==> src/rtl/ram_arbiter.sv <==
// Purpose: shares one PSRAM controller between video (port 0), CPU (port 1) and loader/DMA (port 2).
// Latency: request to CS 2 cycles; ack 1 cycle after busy is seen low; 4 cycles overhead per access.
// Backpressure: requests wait while the controller is busy; the grant is held until that port is acked.
//
// Ports:
//   clkRAM, reset                  clock and synchronous active-high reset
//   i_req/i_write/i_bank/i_addr/i_wdata  packed per-port request fields (port n in slice n)
//   o_ack, o_rdata, o_grant        one-hot completion pulse, shared read data, served port (3 = none)
//   o_mem_cs/write/bank/addr/data  controller request interface (fields hold between accesses)
//   i_mem_busy, i_mem_dataRead     controller handshake and read data
//   o_error                        sticky accept-timeout flag
module ram_arbiter #(
    parameter int ACCEPT_TIMEOUT = 64
) (
    input  logic        clkRAM,
    input  logic        reset,
    input  logic [2:0]  i_req,
    input  logic [2:0]  i_write,
    input  logic [17:0] i_bank,
    input  logic [47:0] i_addr,
    input  logic [23:0] i_wdata,
    output logic [2:0]  o_ack,
    output logic [7:0]  o_rdata,
    output logic [1:0]  o_grant,
    output logic        o_mem_cs,
    output logic        o_mem_write,
    output logic [5:0]  o_mem_bank,
    output logic [15:0] o_mem_addr,
    output logic [7:0]  o_mem_data,
    input  logic        i_mem_busy,
    input  logic [7:0]  i_mem_dataRead,
    output logic        o_error
);

    localparam int CW = $clog2(ACCEPT_TIMEOUT + 1);

    typedef enum logic [2:0] {
        IDLE,
        ISSUE,
        WAIT_ACCEPT,
        WAIT_DONE,
        RESPOND
    } state_t;

    state_t      stateQ, stateD;
    logic [CW-1:0] cntQ, cntD;
    // 0: port 1 is preferred between ports 1/2; 1: port 2 is preferred
    logic        rrIsPort2Q, rrIsPort2D;
    logic [1:0]  pick;
    logic [1:0]  grantD;
    logic [2:0]  ackD;
    logic [7:0]  rdataD;
    logic        csD, writeD, errorD;
    logic [5:0]  bankD;
    logic [15:0] addrD;
    logic [7:0]  dataD;
    logic [CW-1:0] cntInc;

    assign cntInc = cntQ + CW'(1);

    always_comb begin
        stateD     = stateQ;
        cntD       = cntQ;
        rrIsPort2D = rrIsPort2Q;
        pick       = 2'd0;
        grantD     = o_grant;
        ackD       = 3'b000;
        rdataD     = o_rdata;
        csD        = o_mem_cs;
        writeD     = o_mem_write;
        bankD      = o_mem_bank;
        addrD      = o_mem_addr;
        dataD      = o_mem_data;
        errorD     = o_error;

        case (stateQ)
            IDLE: begin
                if (!i_mem_busy && (i_req != 3'b000)) begin
                    if (i_req[0])
                        pick = 2'd0;
                    else if (!rrIsPort2Q)
                        pick = i_req[1] ? 2'd1 : 2'd2;
                    else
                        pick = i_req[2] ? 2'd2 : 2'd1;

                    case (pick)
                        2'd0: begin
                            writeD = i_write[0];
                            bankD  = i_bank[5:0];
                            addrD  = i_addr[15:0];
                            dataD  = i_wdata[7:0];
                        end
                        2'd1: begin
                            writeD = i_write[1];
                            bankD  = i_bank[11:6];
                            addrD  = i_addr[31:16];
                            dataD  = i_wdata[15:8];
                        end
                        default: begin
                            writeD = i_write[2];
                            bankD  = i_bank[17:12];
                            addrD  = i_addr[47:32];
                            dataD  = i_wdata[23:16];
                        end
                    endcase
                    grantD = pick;
                    stateD = ISSUE;
                end
            end

            ISSUE: begin
                csD    = 1'b1;
                cntD   = '0;
                stateD = WAIT_ACCEPT;
            end

            WAIT_ACCEPT: begin
                if (i_mem_busy) begin
                    csD    = 1'b0;
                    stateD = WAIT_DONE;
                end else if (cntInc == CW'(ACCEPT_TIMEOUT)) begin
                    // Controller never accepted: complete the request with a marker value
                    // so the requester is not left hanging.
                    csD    = 1'b0;
                    errorD = 1'b1;
                    rdataD = 8'hFF;
                    ackD   = 3'b001 << o_grant;
                    stateD = RESPOND;
                end else begin
                    cntD = cntInc;
                end
            end

            WAIT_DONE: begin
                if (!i_mem_busy) begin
                    if (!o_mem_write)
                        rdataD = i_mem_dataRead;
                    ackD   = 3'b001 << o_grant;
                    stateD = RESPOND;
                end
            end

            RESPOND: begin
                // Only CPU/loader grants move the pointer; video grants leave it alone.
                if (o_grant == 2'd1)
                    rrIsPort2D = 1'b1;
                else if (o_grant == 2'd2)
                    rrIsPort2D = 1'b0;
                grantD = 2'd3;
                stateD = IDLE;
            end

            default: begin
                stateD = IDLE;
            end
        endcase
    end

    always_ff @(posedge clkRAM) begin
        if (reset) begin
            stateQ      <= IDLE;
            cntQ        <= '0;
            rrIsPort2Q  <= 1'b0;
            o_grant     <= 2'd3;
            o_ack       <= 3'b000;
            o_rdata     <= 8'h00;
            o_mem_cs    <= 1'b0;
            o_mem_write <= 1'b0;
            o_mem_bank  <= 6'd0;
            o_mem_addr  <= 16'd0;
            o_mem_data  <= 8'h00;
            o_error     <= 1'b0;
        end else begin
            stateQ      <= stateD;
            cntQ        <= cntD;
            rrIsPort2Q  <= rrIsPort2D;
            o_grant     <= grantD;
            o_ack       <= ackD;
            o_rdata     <= rdataD;
            o_mem_cs    <= csD;
            o_mem_write <= writeD;
            o_mem_bank  <= bankD;
            o_mem_addr  <= addrD;
            o_mem_data  <= dataD;
            o_error     <= errorD;
        end
    end

endmodule

==> config.mk <==
export PLATFORM = sky130hd
export DESIGN_NAME = ram_arbiter
export DESIGN_NICKNAME = d
export VERILOG_FILES = /design/src/rtl/ram_arbiter.sv
export SDC_FILE = /design/constraint.sdc
export NUM_CORES = 1
export LEC_CHECK = 0
export CAP_MARGIN = 10
export CORE_MARGIN = 2
export CORE_UTILIZATION = 43
export CTS_CLUSTER_DIAMETER = 50
export DETAILED_ROUTE_END_ITERATION = 8
export PLACE_DENSITY = 0.89
export SETUP_SLACK_MARGIN = 0.4
export SLEW_MARGIN = 20
export SYNTH_ARGS = -nofsm -noshare
export SYNTH_HDL_FRONTEND = slang
export SYNTH_SLANG_ARGS = --single-unit
==> constraint.sdc <==
create_clock -name clkRAM -period 5.6 [get_ports clkRAM]
set_clock_uncertainty 0.2 [all_clocks]
set_input_delay 0.84 -clock clkRAM [delete_from_list [all_inputs] [get_ports clkRAM]]
set_output_delay 0.84 -clock clkRAM [all_outputs]
set_load 0.005 [all_outputs]
==> results of run 1 <==
path summary, 6_finish.rpt:
kind	start	end	cells after the start
min	o_mem_bank[1]$_SDFFE_PP0P_	o_mem_bank[1]$_SDFFE_PP0P_	2
max	i_req[0]	o_mem_addr[8]$_SDFFE_PP0P_	7
min reg2reg	o_mem_bank[1]$_SDFFE_PP0P_	o_mem_bank[1]$_SDFFE_PP0P_	2
max reg2reg	stateQ[1]$_SDFFE_PP0P_	o_mem_addr[8]$_SDFFE_PP0P_	4
power groups by stage:
stage	sequential [W]	clock, W	combinational [W]
2_1_floorplan	0.000453	0	0.0000939
3_3_place_gp	0.000453	0	0.000227
3_5_place_dp	0.000454	0	0.000233
4_1_cts	0.000445	0.000380	0.000234
5_1_grt	0.000448	0.000399	0.000256
6_report	0.000446	0.000376	0.000235
state kept, by name, indices dropped and copies added, names as in the netlist:
signal and cells:
cntQ 7, o_ack 3, o_error 1, o_grant 2
o_mem_addr 16, o_mem_bank 6, o_mem_cs 1, o_mem_data 8
o_mem_write 1, o_rdata 8, rrIsPort2Q 1, stateQ 3
cell type report:
| class | instances | area (µm²) |
|---|---|---|
| clock buffer | 13 | 149 |
| clock inverter | 3 | 40.0 |
| fill | 528 | 2020 |
| inverter | 6 | 22.5 |
| multi-input combinational | 253 | 1670 |
| sequential | 57 | 1140 |
| tap | 80 | 100 |
| timing repair buffer | 155 | 1550 |
metal layers:
layer	wire, µm	vias to the layer above
li1	-	1543
met1	3430	1476
met2	4440	136
met3	632	20
met4	252	0
met5	0	-
synth_stat cells (all sizes together), types with 2 or more instances:
cell type | n | area [µm²]
a2bb2oi | 2 | 17.5
nor2b | 2 | 12.5
o22ai | 2 | 12.5
dfxtp | 57 | 1140
a31oi | 2 | 12.5
o221a | 8 | 90.1
o211ai | 31 | 233
a211oi | 4 | 30.0
and2 | 3 | 18.8
nand2 | 65 | 244
or3 | 3 | 18.8
ha | 5 | 62.6
a222oi | 3 | 30.0
mux2i | 30 | 300
or4 | 3 | 22.5
o21ai | 5 | 28.8
clkbuf | 18 | 67.6
nand2b | 3 | 18.8
and3 | 2 | 12.5
inv | 6 | 22.5
nand3 | 9 | 45.0
nor3 | 7 | 40.0
buf | 8 | 36.3
a21oi | 34 | 170
nor2 | 13 | 48.8
cells in the final DEF (no fill, tap or decap), types with 2 or more instances in the layout:
cell,count
nand2_1,65
ha_1,5
o21ai_1,4
o221a_2,7
a2bb2oi_1,2
or4_1,3
nand3_1,9
dfxtp_1,57
nor3_1,6
nand2b_1,3
inv_1,6
a222oi_1,3
clkinv_2,2
mux2i_1,30
a31oi_1,2
and2_1,3
nor2_1,13
a211oi_1,4
clkdlybuf4s50_1,150
a21oi_1,34
or3_1,3
o211ai_1,31
buf_2,2
o22ai_1,2
clkbuf_8,10
buf_4,2
and3_1,2
clkbuf_1,3
worst max-delay path: cells and delay by family:
family                 cells  cell delay (ns)
AO/OA/AOI/OAI              1             0.10
buffers and inverters      2             0.51
AND/OR/NAND/NOR            4             1.75
logic make-up (layout without fill, tap and decap cells):
group	count (synthesis)	after routing	synth area share
adders and majority gates	5	5	0.0214
DFF	57	57	0.391
and+or+nand+nor	117	117	0.184
AOI/OAI and AO/OA	101	101	0.258
buffers and inverters	32	177	0.0433
muxes	30	30	0.103
per-stage QoR:
| stage | hold slack [ns] | setup WS, ns | std cells | power (W) | utilization |
|---|---|---|---|---|---|
| after floorplan | 0.253 | 3.16 | 342 | 0.000547 | - |
| after global placement | 0.242 | 2.29 | 550 | 0.000681 | 0.667 |
| after detailed placement | 0.248 | 2.09 | 550 | 0.000687 | 0.667 |
| after CTS | 0.256 | 2.44 | 566 | 0.00106 | 0.695 |
| after global routing | 0.276 | 2.16 | 567 | 0.00110 | 0.698 |
| final | 0.255 | 2.37 | 567 | 0.00106 | 0.698 |
==> results.json, run 1 <==
{
  "seqPwrFrac": 0.422,
  "grt_antenna_before_repair": 0,
  "place_hpwl_um": 6570,
  "switching_share": 0.255,
  "ctsRootBufferMaster": "clkbuf_8",
  "post_cts.resized_instances": 0,
  "worst_ir_drop_vdd_uv": 119,
  "grt_start_max_net_pins": 58,
  "grt.met2_usage": 0.420,
  "clock_sinks": 57,
  "final_layout_size_suffix_gt1_frac": 0.0657,
  "drt-wirelength-per-cell_um": 15.4,
  "ctsHtreeMaxLevel": 3,
  "timing_worst_setup_path_type": "input port to flop",
  "fp-row-count": 30,
  "number_of_cells_produced_by_synthesis": 342,
  "cp-end-kind": "flop",
  "area_growth_pct": 59.8,
  "setup_repair_after_global_routing_missed_its_margin": "no",
  "synth_seq_cells": 57,
  "die_area_mm2": 0.00746,
  "post-cts-setup-buffer-count": 0,
  "synth_enable_flop_cells": 0,
  "antenna_violating_nets_post_route": 0,
  "remaining_drc_errors": 0,
  "fin_nets": 594,
  "port_buffers": 152,
  "setup_viol": 0,
  "vias_per_cell": 5.60,
  "grt_pass1_wl_um": 14200,
  "path_max_fanout": 36,
  "power.share.clock": 0.356,
  "worstPathCellList": "buf_2 -> buf_4 -> nor3_1 -> nor4_1 -> nand2b_1 -> nand2_1 -> a21oi_1",
  "gr-usage-met3": 0.0657,
  "floorplan.die.width_um": 86.4,
  "dpl-instance-area_mm2": 0.00446,
  "final_min_period_over_clock_period": 0.577,
  "hold_viol": 0,
  "min-delay-path-class": "flop to flop",
  "crit_path_max_incr_delay_ns": 0.72,
  "reg2reg_slack_ns": 3.09,
  "cts_tree": "done",
  "grt_busiest_layer": "met2",
  "max_clock_freq_mhz": 309,
  "synth_warnings": 0,
  "grt.overflow.total": 0,
  "power_density_mw_per_mm2": 227,
  "grt_pass1_vias": 3081,
  "timing.max_cap.violations": 0,
  "finalInstanceArea_mm2": 0.00466,
  "design.core.area_mm2": 0.00668,
  "comb_power_share": 0.222,
  "first_iter_violations": 167,
  "clk_pin_slew_worst_paths_ns": 0.06,
  "clk_path_buf_depth": 2,
  "async_flop_share": 0,
  "cts_bufs_inserted": 9,
  "totalNegativeSetupSlack_ns": 0,
  "synth-main-ff-cell": "dfxtp_1",
  "cts_hold_buf": 0,
  "gp_routability_congestion": 0.849,
  "synthesized_area_per_cell_um2": 8.54,
  "die_y_um": 86.4,
  "p_int_w": 0.000787,
  "power.static_leakage_nw": 1.79,
  "switching_power_w": 0.000270,
  "initial_standard_cell_utilization_of_the_core": 0.437,
  "antennaDiodeCount": 0,
  "synth_cell_types": 46,
  "crit_required_ns": 5.58,
  "crit_path_start_kind": "input port",
  "io-pin-count": 153,
  "run_status": "complete, no violations",
  "post_synth_instance_area_mm2": 0.00292,
  "via_count": 3175,
  "drt_pre_antenna_iters": 5,
  "worst_ep_arrival_time_ns": 3.21,
  "grtUsageMet1": 0.271,
  "cell_at_the_slowest_stage_of_the_critical_path": "nand2b_1",
  "syn_nets": 454,
  "ys_seq_area_frac": 0.391,
  "final_period_minus_worst_setup_slack_ns": 3.23,
  "maxSlewHeadroom": 0.346,
  "global_route.usage.total": 0.239,
  "clkLatencyLatePin_ns": 0.34,
  "timing.final.max_slew_violations": 0,
  "routed_wl_um": 8760,
  "timing_worst_slew_pin_value_ns": 0.981
}
Power figures use the tool's default switching activity.
==> run 2: changes to the inputs <==
Settings changed: CORE_UTILIZATION 43 to 40, PLACE_DENSITY 0.89 to 0.84.
Clock period 5.6 ns to 3.25 ns, I/O delays scaled along.
==> run 2 against run 1 <==
Cell area up 1.3%; clock-buffer cell count shrank 3; final cell count increased by 3.9%; worst hold slack worse by 0.0011 ns; sequential power is 72% higher; global-route usage down 1.6 points; worst setup slack got worse by 1.6 ns; via count decreased by 1.3%; combinational power grew 74%; power grew 79%; critical path type is now flop to flop; routed wire length down 2.0%; critical path depth down 1.
==> results.json, run 2 (synthesis results as in run 1) <==
{
  "hold_viol": 0,
  "initial_standard_cell_utilization_of_the_core": 0.407,
  "fin_nets": 598,
  "io-pin-count": 153,
  "cp-end-kind": "flop",
  "grt_pass1_vias": 3029,
  "crit_required_ns": 3.33,
  "fp-row-count": 31,
  "post_cts.resized_instances": 0,
  "floorplan.die.width_um": 89.4,
  "grt_pass1_wl_um": 13700,
  "grt.overflow.total": 0,
  "clk_pin_slew_worst_paths_ns": 0.07,
  "dpl-instance-area_mm2": 0.00452,
  "area_growth_pct": 61.9,
  "finalInstanceArea_mm2": 0.00473,
  "final_min_period_over_clock_period": 0.755,
  "worst_ep_arrival_time_ns": 2.53,
  "crit_path_max_incr_delay_ns": 0.45,
  "run_status": "complete, no violations",
  "largest_register": "o_mem_addr",
  "worstPathCellList": "ha_1 -> nand3_1 -> mux2i_1 -> o2111ai_4 -> a2111oi_4 -> and3_1",
  "gp_routability_congestion": 0.782,
  "largest_register_ff_count": 16,
  "clk_path_buf_depth": 2,
  "timing_worst_slew_pin_value_ns": 0.723,
  "cp.depth": 6,
  "die_area_mm2": 0.00800,
  "most_common_library_cell_in_the_layout_ignoring_fill_and_taps": "clkdlybuf4s50_1",
  "timing.final.max_slew_violations": 0,
  "reg_top3": "o_mem_addr: 16 flops, o_mem_data: 8 flops, o_rdata: 8 flops",
  "layout_common_cells": "clkdlybuf4s50_1 (150), nand2_1 (65), dfxtp_1 (57), a21oi_1 (34), o211ai_1 (31)",
  "final_period_minus_worst_setup_slack_ns": 2.45,
  "ctsRootBufferMaster": "clkbuf_8",
  "via_count": 3134,
  "place_hpwl_um": 6580,
  "drt_pre_antenna_iters": 4,
  "crit_path_start_kind": "flop",
  "cts_hold_buf": 0,
  "design.core.area_mm2": 0.00718,
  "timing.max_cap.violations": 0,
  "first_iter_violations": 106,
  "setup_viol": 0,
  "ctsHtreeMaxLevel": 3,
  "post-cts-setup-buffer-count": 0,
  "path_max_fanout": 8,
  "vias_per_cell": 5.32,
  "max_clock_freq_mhz": 408,
  "min-delay-path-class": "flop to flop",
  "critical_path_buffers_and_inverters": 0,
  "clock_sinks": 57,
  "worst_ir_drop_vdd_uv": 246,
  "critPathTopFamily": "compound AO/OA/AOI/OAI gates",
  "die_y_um": 89.4,
  "maxSlewHeadroom": 0.514,
  "power.static_leakage_nw": 1.80,
  "setup_repair_after_global_routing_missed_its_margin": "no",
  "clkLatencyLatePin_ns": 0.33,
  "routed_wl_um": 8580,
  "hold_path_depth": 2,
  "worstRegToRegCells": 6,
  "drt-wirelength-per-cell_um": 14.6,
  "final_layout_size_suffix_gt1_frac": 0.0755,
  "grt_antenna_before_repair": 0,
  "grt_start_max_net_pins": 58,
  "remaining_drc_errors": 0,
  "timing_worst_setup_path_type": "flop to flop",
  "cell_at_the_slowest_stage_of_the_critical_path": "a2111oi_4",
  "port_buffers": 152,
  "cts_tree": "done",
  "power_density_mw_per_mm2": 400,
  "totalNegativeSetupSlack_ns": 0,
  "antennaDiodeCount": 0,
  "cts_bufs_inserted": 9,
  "global_route.usage.total": 0.223,
  "antenna_violating_nets_post_route": 0
}
## run 2: cell type report
class | count | area [µm²]
fillers | 602 | 2450
multi-input cells | 253 | 1670
repair buffers | 159 | 1560
flip-flops and latches | 57 | 1140
clock buffers | 10 | 128
well taps | 99 | 124
clock inverters | 5 | 81.3
inverters | 6 | 22.5
## run 2: metal layers
layer / GRT usage / vias up / part of all wire
met5: 0 / - / 0
met4: 0.0977 / 0 / 0.026
met3: 0.0628 / 15 / 0.077
met2: 0.390 / 126 / 0.52
met1: 0.252 / 1441 / 0.38
li1: - / 1552 / -
## run 2: path summary, 6_finish.rpt
check	end	start	slack [ns]
worst max-delay path	o_ack[1]$_SDFF_PP0_	cntQ[0]$_SDFFE_PP0P_	0.80
worst min-delay path	o_mem_data[0]$_SDFFE_PP0P_	o_mem_data[0]$_SDFFE_PP0P_	0.25
worst max register to register	o_ack[1]$_SDFF_PP0_	cntQ[0]$_SDFFE_PP0P_	0.80
worst min register to register	o_mem_data[0]$_SDFFE_PP0P_	o_mem_data[0]$_SDFFE_PP0P_	0.25
## run 2: per-stage QoR
step                hold slack, ns  power, W  setup WS [ns]  instances   util
floorplan                    0.253  0.000942           1.02        342      -
global placement             0.242   0.00118          0.706        574  0.629
detailed placement           0.247   0.00119          0.680        574  0.629
CTS                          0.255   0.00190          0.789        589  0.659
global route                 0.272   0.00197          0.599        589  0.659
finish                       0.254   0.00189          0.797        589  0.659
## run 2: worst min-delay path: stages, from the launching register on
cell and delay, ns:
dfxtp_1 0.31, nand2_1 0.05, a21oi_1 0.05
## run 2: where the power goes
part           switching (W)  total, W  internal (W)
Combinational       0.000160  0.000408      0.000248
Clock               0.000286  0.000714      0.000427
Sequential         0.0000274  0.000767      0.000739
==> run 3: changes to the inputs <==
Clock period 3.25 ns to 2.5 ns, I/O delays scaled along.
==> run 3 against run 2 <==
Via count is 1.4% higher; critical path type unchanged; combinational power is 34% higher; sequential power up 30%; critical endpoint unchanged; critical path depth unchanged; largest cell class unchanged; die area unchanged; global-route usage increased by 0.39 points; non-clock buffer count grew 11; maximum frequency rose by 11%.
==> results.json, run 3 (synthesis results as in run 1) <==
{
  "final_min_period_over_clock_period": 0.883,
  "layout_common_cells": "clkdlybuf4s50_1 (150), nand2_1 (65), dfxtp_1 (54), a21oi_1 (34), o211ai_1 (31)",
  "clk_path_buf_depth": 2,
  "place_hpwl_um": 6980,
  "most_common_library_cell_in_the_layout_ignoring_fill_and_taps": "clkdlybuf4s50_1",
  "final_layout_size_suffix_gt1_frac": 0.118,
  "timing_worst_slew_pin_value_ns": 0.521,
  "reg_top3": "o_mem_addr: 16 flops, o_mem_data: 8 flops, o_rdata: 8 flops",
  "drt-wirelength-per-cell_um": 15.2,
  "grt_pass1_vias": 3055,
  "first_iter_violations": 150,
  "ctsHtreeMaxLevel": 3,
  "worstReg2RegStart": "cntQ[0]$_SDFFE_PP0P_",
  "fin_nets": 609,
  "antenna_violating_nets_post_route": 0,
  "via_count": 3178,
  "rr_endpoint": "o_ack[1]$_SDFF_PP0_",
  "reg2reg_slack_ns": 0.29,
  "largest_register": "o_mem_addr",
  "die_y_um": 89.4,
  "timing_worst_setup_path_type": "flop to flop",
  "dpl-instance-area_mm2": 0.00459,
  "routed_wl_um": 9130,
  "hold_path_startpoint": "o_mem_addr[11]$_SDFFE_PP0P_",
  "setup_viol": 0,
  "power.static_leakage_nw": 1.89,
  "io-pin-count": 153,
  "crit_path_max_incr_delay_ns": 0.49,
  "finalInstanceArea_mm2": 0.00493,
  "hold_viol": 0,
  "drt_pre_antenna_iters": 4,
  "worstRegToRegCells": 6,
  "grt.overflow.total": 0,
  "maxSlewHeadroom": 0.653,
  "timing.final.max_slew_violations": 0,
  "finalPower_w": 0.00257,
  "hold_endpoint": "o_mem_addr[11]$_SDFFE_PP0P_",
  "timing.hold.ws_ns": 0.254,
  "fp-row-count": 31,
  "critPathTopFamily": "compound AO/OA/AOI/OAI gates",
  "initial_standard_cell_utilization_of_the_core": 0.407,
  "run_status": "complete, no violations",
  "ctsRootBufferMaster": "clkbuf_8",
  "remaining_drc_errors": 0,
  "area_growth_pct": 69.1,
  "grt_start_max_net_pins": 39,
  "port_buffers": 152,
  "grt_antenna_before_repair": 0,
  "timing.critical_path.from": "cntQ[0]$_SDFFE_PP0P_",
  "clock_sinks": 57,
  "cts_tree": "done",
  "worst_ep_arrival_time_ns": 2.29,
  "hold_path_depth": 2,
  "cell_at_the_slowest_stage_of_the_critical_path": "or4b_4",
  "cts_bufs_inserted": 9,
  "final_period_minus_worst_setup_slack_ns": 2.21,
  "crit_path_start_kind": "flop",
  "critical_path_buffers_and_inverters": 0,
  "layout.core_utilization": 0.688,
  "gp_routability_congestion": 0.842,
  "grt_pass1_wl_um": 13900,
  "worst_ir_drop_vdd_uv": 287,
  "die_area_mm2": 0.00800,
  "path_max_fanout": 4,
  "cp-end-kind": "flop",
  "worstPathCellList": "ha_4 -> or4b_4 -> o31ai_4 -> o2111ai_4 -> a2111oi_4 -> and3_1",
  "max_clock_freq_mhz": 453,
  "vias_per_cell": 5.31,
  "min-delay-path-class": "flop to flop",
  "power_density_mw_per_mm2": 520,
  "design.core.area_mm2": 0.00718,
  "floorplan.die.width_um": 89.4,
  "crit_required_ns": 2.58,
  "clk_pin_slew_worst_paths_ns": 0.06,
  "clkLatencyLatePin_ns": 0.33,
  "global_route.usage.total": 0.227,
  "antennaDiodeCount": 0,
  "totalNegativeSetupSlack_ns": 0,
  "setup_repair_after_global_routing_missed_its_margin": "yes",
  "cts_hold_buf": 0,
  "largest_register_ff_count": 16,
  "timing.max_cap.violations": 0
}
-- run 3: cell types whose count changed in the layout (fill, tap and decap cells not counted), sizes merged --
cell / change
buf: +11
bufinv: +1
clkbuf: +1
clkinv: -2
clkinvlp: -1
-- run 3: final cells by class --
| cell class | instances | area (µm²) |
|---|---|---|
| Clock buffer | 11 | 141 |
| Clock inverter | 3 | 90.1 |
| Fill cell | 557 | 2240 |
| Inverter | 6 | 22.5 |
| Multi-Input combinational cell | 253 | 1740 |
| Sequential cell | 57 | 1150 |
| Tap cell | 99 | 124 |
| Timing Repair Buffer | 170 | 1660 |
-- run 3: how the worst max path moves through the flow --
stage / endpoint / slack [ns] / depth (start not counted)
3_5_place_dp: o_rdata[2]$_SDFFE_PP0P_ / 0.15 / 4
4_1_cts: o_ack[1]$_SDFF_PP0_ / 0.31 / 6
5_1_grt: o_ack[1]$_SDFF_PP0_ / 0.22 / 6
2_1_floorplan: o_ack[1]$_SDFF_PP0_ / 0.41 / 6
6_report: o_ack[1]$_SDFF_PP0_ / 0.29 / 6
3_3_place_gp: o_mem_data[6]$_SDFFE_PP0P_ / 0.23 / 7
-- run 3: repair_timing --
item                                    in CTS  in global routing
setup buffers                                7                  0
pin swaps                                   12                  3
endpoints found under the setup margin      18                 29
resized for setup                           10                  4
hold endpoints to repair                     0                  0
-- run 3: power by group --
part | internal [W] | switching (W)
logic | 0.000331 | 0.000216
clock network | 0.000678 | 0.000343
registers | 0.000960 | 0.0000366
total | 0.00197 | 0.000596
-- run 3: per-layer routing --
layer / part of all wire / GRT usage
met1: 0.38 / 0.244
met2: 0.52 / 0.410
met3: 0.071 / 0.0628
met4: 0.024 / 0.102
met5: 0 / 0
-- run 3: worst min-delay path, stage by stage, from the launching register on --
cell     delay [ns]
dfxtp_1        0.31
nand2_1        0.05
a21oi_1        0.05
-- run 3: stage by stage --
step                      instances  setup slack, ns
after global routing            599            0.219
after detailed placement        578            0.155
after global placement          578            0.234
after floorplan                 342            0.411
after CTS                       599            0.315
final                           599            0.293
